===== src/rtl/icache_fetch_if.sv =====
// Bus bundle between the fetch front-end, the icache read port and decode.
// The master modport is the fetch unit; the slave modport is the icache/decode side.
interface icache_fetch_if;
  // icache read port: a request is issued in any cycle with icache_not_enable=0;
  // icache_data carries the addressed halfword in the following cycle.
  logic        icache_not_enable;
  logic [31:0] icache_index;
  logic [15:0] icache_data;

  // Decode handshake: an instruction transfers in a cycle where instr_valid and
  // instr_ready are both 1. While instr_valid=1 and instr_ready=0 the offered
  // instr/instr_addr stay unchanged. instr_valid never depends on instr_ready.
  logic        instr_valid;
  logic [15:0] instr;
  logic [31:0] instr_addr;
  logic        instr_ready;

  // Branch redirect: flushes buffered and in-flight fetches.
  logic        redirect;
  logic [31:0] redirect_addr;

  modport master (
    output icache_not_enable,
    output icache_index,
    input  icache_data,
    output instr_valid,
    output instr,
    output instr_addr,
    input  instr_ready,
    input  redirect,
    input  redirect_addr
  );

  modport slave (
    input  icache_not_enable,
    input  icache_index,
    output icache_data,
    input  instr_valid,
    input  instr,
    input  instr_addr,
    output instr_ready,
    output redirect,
    output redirect_addr
  );
endinterface


===== src/rtl/icache_fetch.sv =====
// Instruction fetch front-end: issues icache reads under a credit limit, buffers
// returned halfwords in a small FIFO and offers them to decode; redirect flushes.
module icache_fetch #(
  parameter logic [30:0] RESET_INDEX = 31'h0,
  parameter int          FIFO_DEPTH  = 4
) (
  input  logic                 clk,
  input  logic                 not_reset,
  icache_fetch_if.master       bus,
  output logic [1:0]           fetch_state
);

  localparam int PTR_W = $clog2(FIFO_DEPTH);
  localparam int CNT_W = PTR_W + 1;

  typedef enum logic [1:0] {
    ST_IDLE  = 2'd0,
    ST_FETCH = 2'd1,
    ST_STALL = 2'd2,
    ST_FLUSH = 2'd3
  } state_t;

  state_t             state_q;
  state_t             state_d;
  state_t             cur_state;

  logic [30:0]        fetch_index_q;
  logic               inflight_q;
  logic [30:0]        inflight_idx_q;

  logic [15:0]        data_mem [FIFO_DEPTH];
  logic [30:0]        idx_mem  [FIFO_DEPTH];
  logic [PTR_W-1:0]   wr_ptr_q;
  logic [PTR_W-1:0]   rd_ptr_q;
  logic [CNT_W-1:0]   count_q;

  logic [CNT_W-1:0]   occupancy;
  logic               credit;
  logic               req;
  logic               push;
  logic               pop;
  logic               head_valid;
  logic               unused_addr_bit;

  assign unused_addr_bit = bus.redirect_addr[0];

  // An in-flight read already owns a slot, so it counts against the buffer.
  assign occupancy  = count_q + CNT_W'(inflight_q);
  assign credit     = occupancy < CNT_W'(FIFO_DEPTH);
  assign head_valid = (count_q != '0);

  // State register holds IDLE only until the first clock after reset; after that
  // it records the classification of the previous cycle.
  always_ff @(posedge clk or negedge not_reset) begin
    if (!not_reset) begin
      state_q <= ST_IDLE;
    end else begin
      state_q <= state_d;
    end
  end

  always_comb begin
    cur_state = ST_IDLE;
    state_d   = state_q;
    req       = 1'b0;
    if (bus.redirect) begin
      cur_state = ST_FLUSH;
    end else if (state_q == ST_IDLE) begin
      cur_state = ST_IDLE;
    end else if (credit) begin
      cur_state = ST_FETCH;
      req       = 1'b1;
    end else begin
      cur_state = ST_STALL;
    end
    state_d = (cur_state == ST_IDLE) ? ST_FETCH : cur_state;
  end

  assign fetch_state = cur_state;

  // Flush takes priority over both the returning response and a decode pop.
  assign push = inflight_q && !bus.redirect;
  assign pop  = head_valid && bus.instr_ready && !bus.redirect;

  always_ff @(posedge clk or negedge not_reset) begin
    if (!not_reset) begin
      fetch_index_q  <= RESET_INDEX;
      inflight_q     <= 1'b0;
      inflight_idx_q <= '0;
      wr_ptr_q       <= '0;
      rd_ptr_q       <= '0;
      count_q        <= '0;
    end else if (bus.redirect) begin
      fetch_index_q  <= bus.redirect_addr[31:1];
      inflight_q     <= 1'b0;
      wr_ptr_q       <= '0;
      rd_ptr_q       <= '0;
      count_q        <= '0;
    end else begin
      inflight_q <= req;
      if (req) begin
        fetch_index_q  <= fetch_index_q + 31'd1;
        inflight_idx_q <= fetch_index_q;
      end
      if (push) begin
        wr_ptr_q <= wr_ptr_q + PTR_W'(1);
      end
      if (pop) begin
        rd_ptr_q <= rd_ptr_q + PTR_W'(1);
      end
      case ({push, pop})
        2'b10:   count_q <= count_q + CNT_W'(1);
        2'b01:   count_q <= count_q - CNT_W'(1);
        default: count_q <= count_q;
      endcase
    end
  end

  // Buffer storage carries no reset; the outputs are masked while it is empty.
  always_ff @(posedge clk) begin
    if (push) begin
      data_mem[wr_ptr_q] <= bus.icache_data;
      idx_mem[wr_ptr_q]  <= inflight_idx_q;
    end
  end

  assign bus.icache_not_enable = !req;
  assign bus.icache_index      = {1'b0, fetch_index_q};
  assign bus.instr_valid       = head_valid;
  assign bus.instr             = head_valid ? data_mem[rd_ptr_q] : 16'h0;
  assign bus.instr_addr        = head_valid ? {idx_mem[rd_ptr_q], 1'b0} : 32'h0;

endmodule


===== src/flat_wrapper.sv =====
// flat-port wrapper written by rule: the top's interface ports become plain ports
module icache_fetch_flat 
#(
  parameter logic [30:0] RESET_INDEX = 31'h0,
  parameter int          FIFO_DEPTH  = 4
)
  (clk, not_reset, fetch_state, bus_icache_not_enable, bus_icache_index, bus_icache_data, bus_instr_valid, bus_instr, bus_instr_addr, bus_instr_ready, bus_redirect, bus_redirect_addr);
  icache_fetch_if bus_i ();
  input  logic clk;
  input  logic not_reset;
  output logic [1:0] fetch_state;
  output wire logic [$bits(bus_i.icache_not_enable)-1:0] bus_icache_not_enable;
  output wire logic [$bits(bus_i.icache_index)-1:0] bus_icache_index;
  input wire logic [$bits(bus_i.icache_data)-1:0] bus_icache_data;
  output wire logic [$bits(bus_i.instr_valid)-1:0] bus_instr_valid;
  output wire logic [$bits(bus_i.instr)-1:0] bus_instr;
  output wire logic [$bits(bus_i.instr_addr)-1:0] bus_instr_addr;
  input wire logic [$bits(bus_i.instr_ready)-1:0] bus_instr_ready;
  input wire logic [$bits(bus_i.redirect)-1:0] bus_redirect;
  input wire logic [$bits(bus_i.redirect_addr)-1:0] bus_redirect_addr;
  assign bus_icache_not_enable = bus_i.icache_not_enable;
  assign bus_icache_index = bus_i.icache_index;
  assign bus_i.icache_data = bus_icache_data;
  assign bus_instr_valid = bus_i.instr_valid;
  assign bus_instr = bus_i.instr;
  assign bus_instr_addr = bus_i.instr_addr;
  assign bus_i.instr_ready = bus_instr_ready;
  assign bus_i.redirect = bus_redirect;
  assign bus_i.redirect_addr = bus_redirect_addr;
  icache_fetch #(.RESET_INDEX(RESET_INDEX), .FIFO_DEPTH(FIFO_DEPTH)) u_core (.clk(clk), .not_reset(not_reset), .bus(bus_i), .fetch_state(fetch_state));
endmodule

===== config.mk =====
export PLATFORM = sky130hd
export DESIGN_NAME = icache_fetch_flat
export DESIGN_NICKNAME = d
export VERILOG_FILES = /design/src/rtl/icache_fetch_if.sv /design/src/rtl/icache_fetch.sv /design/src/flat_wrapper.sv
export SDC_FILE = /design/constraint.sdc
export NUM_CORES = 1
export LEC_CHECK = 0
export BUFFER_PORTS_ARGS = -buffer_cell sky130_fd_sc_hd__clkbuf_2
export CAP_MARGIN = 20
export CORE_MARGIN = 3
export CORE_UTILIZATION = 54
export DETAILED_ROUTE_END_ITERATION = 16
export PLACE_DENSITY = 0.87
export SLEW_MARGIN = 10
export SYNTH_ARGS = -nofsm -noshare
export SYNTH_HDL_FRONTEND = slang
export SYNTH_SLANG_ARGS = --single-unit

===== constraint.sdc =====
create_clock -name clk -period 2.55 [get_ports clk]
set_input_delay 0.6375 -clock clk [delete_from_list [all_inputs] [get_ports clk]]
set_output_delay 0.6375 -clock clk [all_outputs]
set_load 0.1 [all_outputs]

==> Word level (Yosys, flattened, before mapping) <==
Memory sizes are Yosys's and may differ from the RTL's.
Index checks and enable logic that the tools add are counted.
{ "totals": {"regBits": 72, "mem_bits_rw": 188, "mem_count": 2, "out_inout_bits": 84} }
{ "classes": {"addsub": 6, "bitwise_logic": 1, "reduce_logical": 13, "n_lt_le_gt_ge": 1, "muxes": 20, "eq_ne": 2} }
{ "mem_list": {"columns": ["name", "words", "width", "rd", "rd_clocked_by_memory_dff", "wr", "line_no", "text"], "rows": [
  ["u_core.idx_mem", 4, 31, 1, 0, 1, "icache_fetch.sv:32", "logic [30:0] idx_mem [FIFO_DEPTH];"],
  ["u_core.data_mem", 4, 16, 1, 0, 1, "icache_fetch.sv:31", "logic [15:0] data_mem [FIFO_DEPTH];"]
]} }
{ "op_table": {"columns": ["cell", "count"], "rows": [
  ["two-way mux 31 bit", 2],
  ["two-way mux 32 bit", 1],
  ["adder 31 x 1 -> 31 bit (second input constant)", 1],
  ["two-way mux 16 bit", 1],
  ["two-way mux 2 bit", 8],
  ["two-way mux 1 bit", 6],
  ["one-hot mux 3 bit (2 select lines)", 1],
  ["nonzero test 2 bit", 3],
  ["nonzero test 3 bit", 2],
  ["adder 2 x 1 -> 2 bit (second input constant)", 2],
  ["zero test 2 bit", 2],
  ["adder 3 x 1 -> 3 bit", 1],
  ["adder 3 x 1 -> 3 bit (second input constant)", 1],
  ["logical AND 1 bit", 3],
  ["< comparator 3 bit (second input constant)", 1],
  ["two-way mux 3 bit", 1],
  ["subtractor 3 x 1 -> 3 bit (second input constant)", 1],
  ["== test 2 x 1 -> 1 bit (second input constant)", 1],
  ["== test 2 bit (second input constant)", 1],
  ["zero test 1 bit", 2],
  ["AND reduction 2 bit", 1],
  ["inverter 1 bit", 1]
]} }

==> Depth between registers and ports, before layout <==
Gate-level depths: netlist of run 1.
{ "depth": {"word_depth": 7, "mapped_depth": 10, "depth_no_buf": 7} }

==> Worst setup path before layout of run 1 <==
OpenSTA, ideal clock, no wires.
{ "synth_timing": {"path_kind": "reg2out", "startpoint": "reg u_core.inflight_q", "endpoint": "out fetch_state[1]", "t_arrival_ns": 3.093, "path_stages_with_launch": 6, "required_ns": 1.913, "setup_slack_ns": -1.180, "cell_sequence": "dfrtp_1 > buf_4 > and3_1 > buf_2 > xnor2_1 > o21ai_0"} }
{ "synth_via": {"elab_chain_len": 5} }
{ "synth_lines": {"columns": ["element", "line_no", "text"], "rows": [
  ["start, declared", "icache_fetch.sv:28", "logic inflight_q;"],
  ["start signal, assigned", "icache_fetch.sv:100", "inflight_q <= req;"],
  ["adder 3 x 1 -> 3 bit", "icache_fetch.sv:48", "assign occupancy = count_q + CNT_W'(inflight_q);"],
  ["< comparator 3 bit", "icache_fetch.sv:49", "assign credit = occupancy < CNT_W'(FIFO_DEPTH);"],
  ["two-way mux 2 bit", "icache_fetch.sv:70", "end else if (credit) begin"],
  ["two-way mux 2 bit", "icache_fetch.sv:68", "end else if (state_q == ST_IDLE) begin"],
  ["two-way mux 2 bit", "icache_fetch.sv:66", "if (bus.redirect) begin"],
  ["end, declared", "flat_wrapper.sv:11", "output logic [1:0] fetch_state;"]
]} }
No other way between the ends.

==> Worst setup path in the final report of run 1 <==
{ "layout_timing": {"startpoint": "reg u_core.rd_ptr_q[0]", "endpoint": "out bus_instr_addr[17]"} }
{ "layout_via": {"elab_chain_len": 2} }
{ "layout_lines": {"columns": ["element", "line_no", "text"], "rows": [
  ["start, declared", "icache_fetch.sv:34", "logic [PTR_W-1:0] rd_ptr_q;"],
  ["start signal, assigned", "icache_fetch.sv:109", "rd_ptr_q <= rd_ptr_q + PTR_W'(1);"],
  ["memory read (4 x 31 bit)", null, null],
  ["two-way mux 32 bit", "icache_fetch.sv:131", "assign bus.instr_addr = head_valid ? {idx_mem[rd_ptr_q], 1'b0} : 32'h0;"],
  ["end, declared", "flat_wrapper.sv:17", "output wire logic [$bits(bus_i.instr_addr)-1:0] bus_instr_addr;"]
]} }
No other way between the ends.

==> key figures, run 1 <==
Clocking
  – Num Clock Sinks: between 200 and 300
  – Clk buf depth: 3
  – Hold buffer count at cts: 0
  – CTS tree: done
  – Clock Root Buffer: clkbuf_16
  – H-Tree Level Count: 1
  – CTS clk-pin slew, worst paths: 0.06 ns
  – Clk Latency, worst-skew pair: 0.52 ns
  – CTS Buf Count: 26

Setup path
  – Crit path from: u_core.rd_ptr_q[0]$_DFFE_PN0P_
  – CP arrival: 2.13 ns
  – Reg2reg start: u_core.count_q[0]$_DFFE_PN0P_
  – Setup slack, reg-to-reg: ~0.18 ns
  – FF-to-FF End: u_core.count_q[2]$_DFFE_PN0P_
  – CP Launch Type: register
  – Worst setup path endpoint: bus_instr_addr[17]
  – Required @ worst endpoint: between 1.5 and 2 ns
  – Critical Path Fanout Max: 7
  – Crit Path Class: reg2out
  – Register-to-Register Path Depth: 8
  – Critical path endpoint category: primary output

Worst hold path
  – Hold crit path type: in2async

Yosys
  – Synth area leader: edfxtp_1
  – EDFF count, synth: around 190
  – Cell with the most instances after synthesis: edfxtp_1
  – Synthesis-stage register bit count: 260
  – Part of the Yosys area used for sequential elements: around two thirds
  – Syn_area_per_cell: 16.0 um^2
  – Syn Std Cell Area: around 11000 um^2
  – Post-synth top area share: 51.2%
  – Yosys warns: 0
  – Top_reg_cell synth: edfxtp_1
  – Asr flop ratio synth: 27.7%
  – Top post-synthesis cells by area: edfxtp_1 (51%), dfrtp_1 (16%), mux4_2 (9.6%), and2_1 (2.9%), mux2_2 (2.8%)
  – Top cells by count, synth: edfxtp_1 (188), dfrtp_1 (72), and2_1 (52)
  – Post-synth cell types: 58
  – Post-Synthesis Cells: 691

Run status
  – Status: complete, but fails checks
  – Failing checks: setup timing

Floorplanning
  – Die Area: between 20000 and 25000 um^2
  – Rows: 51
  – Core Area: between 15000 and 20000 um^2
  – Initial Util: 55.8%
  – Die width: around 150 um
  – Ports: ~140
  – Die height: 149 um

Place
  – Detailed placer's ending HPWL: around 15 mm
  – Final GP Congestion: approximately 0.82
  – IO buf count: ~130
  – Placed inst area: ~13000 um^2
  – Inst Count DP: 1070
  – Place WS: between 0.15 and 0.2 ns

STA
  – Setup TNS: -8.75 ns
  – Final WS setup: -0.217 ns
  – Fin crit period: around 2.8 ns
  – RSZ-0062 raised after global routing: true
  – Period utilization: 108%
  – Relative slew slack: around 53%
  – Clock Skews: slightly below 0.007 ns
  – Max Slew Vio Count: 0
  – Hold Fails Final Rpt: 0
  – Setup violators final: 47
  – Worst slew pin tran: about 0.71 ns
  – Max Clk Rate: between 300 and 400 MHz

Power
  – Power density cells: ~1400 nW/um^2
  – Power Total: between 20 and 25 mW
  – Peak supply drop: 0.916 mV
  – Pleak: between 5 and 6 nW

Final layout
  – Post-Layout Inst Area: approximately 14000 um^2
  – Area occupied by multi-input gates: between 3000 and 4000 um^2
  – Layout Nets: 907
  – Storage element area: approximately 7500 um^2
  – Fillers: roughly 1200
  – Share of layout cells above drive strength 1: a little over two fifths
  – N_diodes: 0
  – Post-Layout Cell Count: 1134
  – Area Overhead vs Synth: 28.3%

Global routing
  – Number of antenna violations at the first check in global routing: 0
  – First-pass GRT wire length: between 30 and 40 mm
  – Gr ovfl total: 0
  – Largest net degree at the start of global routing: between 50 and 60
  – Vias in the first global route: about 7000
  – Total track usage: a little under a quarter

Routing
  – Routed Wire Length: approximately 25 mm
  – Drt drc: 0
  – Initial DRC Count: 640
  – Drt first pass iters: 6
  – WL per Instance: around 22 um
  – Remaining antenna violation count: 0
  – Total number of vias: a little under 7000
  – Via/cell ratio: ~6.1

Run
  – Max-cap violations: 0
[power breakdown]
group,switching [mW],internal (mW)
clock,1.52,2.31
combinational,6.26,3.85
sequential,0.581,5.48
total,8.36,11.6
[registers in the layout, indices dropped and copies added, names as in the netlist]
register / flops
u_core.inflight_q: 1
u_core.fetch_index_q: 31
u_core.inflight_idx_q: 31
u_core.rd_ptr_q: 2
u_core.state_q: 2
u_core.count_q: 3
u_core.data_mem: 64
u_core.wr_ptr_q: 2
u_core.idx_mem: 124
[per-layer routing]
metal | up-vias | routed length (um) | part of all wire, % | GRT usage, %
met1 | 3502 | 9970 | 40 | 30.8
met2 | 341 | 13000 | 51 | 39.2
met4 | 0 | 709 | 2.8 | 7.00
met3 | 61 | 1550 | 6.1 | 3.34
li1 | 3026 | - | - | -
met5 | - | 0 | 0 | 0
[final cells by class]
type / instances / share of cell area [%]
Multi-Input combinational cell: 377 / 24.5
Tap cell: 265 / 2.34
Clock inverter: 9 / 0.716
Clock buffer: 39 / 5.52
Timing Repair Buffer: 174 / 13.9
Sequential cell: 260 / 52.7
Inverter: 10 / 0.265
[worst min-delay path by stage]
stage	end	slack, ns
after floorplan	u_core.count_q[0]$_DFFE_PN0P_	0.34
final	u_core.fetch_index_q[8]$_DFFE_PN0P_	0.16
after CTS	u_core.fetch_index_q[9]$_DFFE_PN0P_	0.19
after global placement	u_core.idx_mem[3][27]$_DFFE_PP_	0.49
after global routing	u_core.fetch_index_q[8]$_DFFE_PN0P_	0.19
after detailed placement	u_core.idx_mem[3][28]$_DFFE_PP_	0.50
[cell usage in the layout, fill, tap and decap left out, types with 6 or more instances in the layout]
master	count
clkbuf_16	27
nand2_1	18
dfrtp_1	61
o21ai_0	21
nor4_1	8
or4_1	6
buf_4	24
clkbuf_8	6
clkbuf_2	80
edfxtp_1	188
a22oi_1	11
mux4_2	47
buf_12	62
dfrtp_2	10
nor2b_1	17
nor2_1	24
and2_4	47
clkbuf_1	6
mux2_2	27
a31oi_1	10
inv_1	9
nand3_1	32
nand4_1	17
[critical path, cell delays in order, from the launching register on]
cell and delay [ns]:
dfrtp_4 0.47, buf_12 0.14, buf_12 0.13, mux4_2 0.52
and2_4 0.18, buf_12 0.16
[what timing repair did]
item                                    CTS  global route
endpoints found under the setup margin   51            51
pin swaps                                 9             2
gates cloned                              3             0
resized for setup                        61             9
buffers inserted                         10             4
[per-stage QoR]
step                      hold slack [ns]  util (%)
final                               0.162      71.5
after global routing                0.189      71.5
after CTS                           0.189      71.3
after detailed placement            0.497      65.4
after global placement              0.488      65.4
after floorplan                     0.342         -
[cells by family (layout without fill, tap and decap cells)]
family	Yosys count	in the layout	share of synthesized area (%)
flip-flops	260	260	67.5
AND/OR/NAND/NOR	210	210	11.2
multiplexers	84	84	13.4
AO/OA/AOI/OAI	68	68	4.08
buffers and inverters	55	232	2.46
XOR/XNOR	7	7	0.556
adder cells (fa/ha/maj)	6	6	0.749
other	1	2	0.0340
No activity file was read; power rests on OpenSTA's default activity.
==> inputs of run 2 (changes only) <==
CORE_ASPECT_RATIO = 1.75   (was unset)
CTS_CLUSTER_SIZE = 25   (was unset)
==> key figures, run 2 (synthesis gave the netlist of run 1 again) <==
Run status
  – Failing checks: setup timing
  – Status: complete, but fails checks

STA
  – Clock Skews: 0.0164 ns (+0.00942 ns)
  – Max Clk Rate: 354 MHz (-1.9%)
  – Fin crit period: 2.82 ns (+0.0549 ns)
  – Relative slew slack: 62.2% (+9.3 points)
  – Period utilization: 111% (+2.2 points)
  – Setup TNS: -9.23 ns (-0.475 ns)
  – Worst slew pin tran: 0.570 ns (-0.138 ns)
  – Hold Fails Final Rpt: 0 (unchanged)
  – Max Slew Vio Count: 0 (unchanged)
  – Setup violators final: 47 (unchanged)
  – Final WS setup: -0.271 ns (-0.0549 ns)
  – RSZ-0062 raised after global routing: true

Global routing
  – First-pass GRT wire length: 39.5 mm (+0.49%)
  – Largest net degree at the start of global routing: 73 (+43%)
  – Total track usage: 23.0% (+0.15 points)
  – Gr ovfl total: 0 (unchanged)
  – Vias in the first global route: 7117 (+0.64%)
  – Number of antenna violations at the first check in global routing: 0 (unchanged)

Floorplanning
  – Die Area: 22200 um^2 (+0.30%)
  – Core Area: 19900 um^2 (+0.65%)
  – Ports: 136 (unchanged)
  – Die width: 114 um (-23%)
  – Die height: 195 um (+31%)
  – Initial Util: 55.4% (-0.36 points)
  – Rows: 68 (+33%)

Routing
  – Metal1 wirelength: 9.06 mm (-9.2%)
  – Total number of vias: 6787 (-2.1%)
  – Drt first pass iters: 4 (-2)
  – WL per Instance: 22.8 um (+2.4%)
  – Drt drc: 0 (unchanged)
  – Met3 routed WL: 1.24 mm (-20%)
  – Via/cell ratio: 6.14 (+0.42%)
  – Initial DRC Count: 503 (-21%)
  – Top sig layer: met4
  – Routed Wire Length: 25.2 mm (-0.12%)
  – WL met2: 13.9 mm (+7.3%)
  – Remaining antenna violation count: 0 (unchanged)

Final layout
  – Most common cell after layout, fill and taps aside: edfxtp_1
  – Post-Layout Cell Count: 1106 (-2.5%)
  – Share of layout cells above drive strength 1: 42.2% (-0.19 points)
  – N_diodes: 0 (unchanged)
  – Final core occ: 70.3% (-1.2 points)
  – Max reg flops: 124 (unchanged)
  – Post-Layout Inst Area: 14000 um^2 (-1.1%)
  – Most frequent cells in the layout: edfxtp_1 (188), clkbuf_2 (80), buf_12 (61), dfrtp_1 (60), mux4_2 (47)
  – Fillers: 1236 (+2.7%)
  – Largest Register: u_core.idx_mem
  – Biggest registers after layout: u_core.idx_mem (124), u_core.data_mem (64)
  – Layout Nets: 903 (-0.44%)
  – Area Overhead vs Synth: 26.9%

Place
  – Detailed placer's ending HPWL: 15.8 mm (+3.3%)
  – Final GP Congestion: 0.883 (+7.2%)
  – IO buf count: 132 (unchanged)
  – Inst Count DP: 1052 (-1.7%)
  – Place WS: 0.155 ns (-0.000536 ns)
  – Placed inst area: 12900 um^2 (-0.14%)

Run
  – Max-cap violations: 0 (unchanged)

Power
  – Pleak: 5.02 nW (-1.2%)
  – Power density cells: 1410 nW/um^2 (-0.18%)
  – Peak supply drop: 1.28 mV (+39%)

Clocking
  – Clock Root Buffer: clkbuf_16
  – Num Clock Sinks: 260 (unchanged)
  – Clk Latency, worst-skew pair: 0.52 ns (about the same)
  – Hold buffer count at cts: 0 (unchanged)
  – CTS Buf Count: 22 (-15%)
  – CTS clk-pin slew, worst paths: 0.07 ns (about the same)
  – H-Tree Level Count: 1 (unchanged)
  – Clk buf depth: 3 (unchanged)
  – CTS tree: done

Setup path
  – Register-to-Register Path Depth: 8 (unchanged)
  – Critical path endpoint category: primary output
  – Setup slack, reg-to-reg: 0.13 ns (-0.05 ns)
  – Critical Path Fanout Max: 7 (unchanged)
  – Required @ worst endpoint: 1.91 ns (about the same)
  – CP Launch Type: register
  – CP arrival: 2.18 ns (+0.05 ns)
  – Reg2reg start: u_core.count_q[0]$_DFFE_PN0P_
  – Crit Path Class: reg2out
  – FF-to-FF End: u_core.count_q[2]$_DFFE_PN0P_

Worst hold path
  – Hold crit path type: in2async
## run 2: cell count changes in the layout (fill, tap and decap cells not counted), moves of 2 or more
cell | previous run | this run
buf_6 | 4 | 2
clkbuf_8 | 6 | 0
bufinv_16 | 2 | 4
clkbuf_1 | 6 | 3
clkbuf_16 | 27 | 23
inv_6 | 0 | 2
## run 2: what timing repair did
item | in CTS | in global routing
pin swaps | 24 | 4
buffers inserted | 8 | 3
gates resized for setup | 57 | 13
gates cloned | 3 | 1
endpoints found under the setup margin | 51 | 50
## run 2: worst max-delay path: stages, from the launching register on
cell and delay, ns:
dfrtp_4 0.54, buf_4 0.16, buf_4 0.14, mux4_2 0.49, and2_4 0.18, buf_12 0.16
## run 2: power by group
group	leakage (nW)	switching (mW)	internal (mW)	total, mW
Clock	0.365	1.50	2.02	3.52
Combinational	2.17	6.30	3.83	10.1
Sequential	2.49	0.616	5.48	6.09
## run 2: worst max path at each step
| stage | startpoint | endpoint | slack [ns] | cells past startpoint |
|---|---|---|---|---|
| CTS | u_core.rd_ptr_q[0]$_DFFE_PN0P_ | bus_instr_addr[28] | -0.30 | 5 |
| global route | u_core.rd_ptr_q[0]$_DFFE_PN0P_ | bus_instr_addr[13] | -0.31 | 4 |
| global placement | u_core.rd_ptr_q[0]$_DFFE_PN0P_ | bus_instr_addr[21] | 0.24 | 4 |
| detailed placement | u_core.count_q[0]$_DFFE_PN0P_ | u_core.count_q[2]$_DFFE_PN0P_ | 0.15 | 7 |
| finish | u_core.rd_ptr_q[0]$_DFFE_PN0P_ | bus_instr_addr[14] | -0.27 | 5 |
| floorplan | bus_redirect | u_core.count_q[2]$_DFFE_PN0P_ | 0.005 | 10 |
## run 2: routing by layer
metal	vias up	GRT usage, %
met5	-	0
met4	0	9.82
met3	57	2.82
met2	248	41.0
met1	3476	28.0
li1	3006	-
## run 2: metrics by stage
stage / power (mW) / hold WS, ns
floorplan: 12.2 / 0.342
global placement: 15.3 / 0.482
detailed placement: 15.5 / 0.504
CTS: 19.7 / 0.134
global route: 20.4 / 0.144
finish: 19.7 / 0.112
## run 2: area by class of cell
cell class	count	area, um^2	area share (%)
multi-input cells	377	3460	24.8
repair buffers	174	1960	14.0
clock inverters	15	200	1.43
well taps	245	307	2.19
flip-flops and latches	260	7470	53.3
inverters	10	37.5	0.268
clock buffers	25	562	4.01
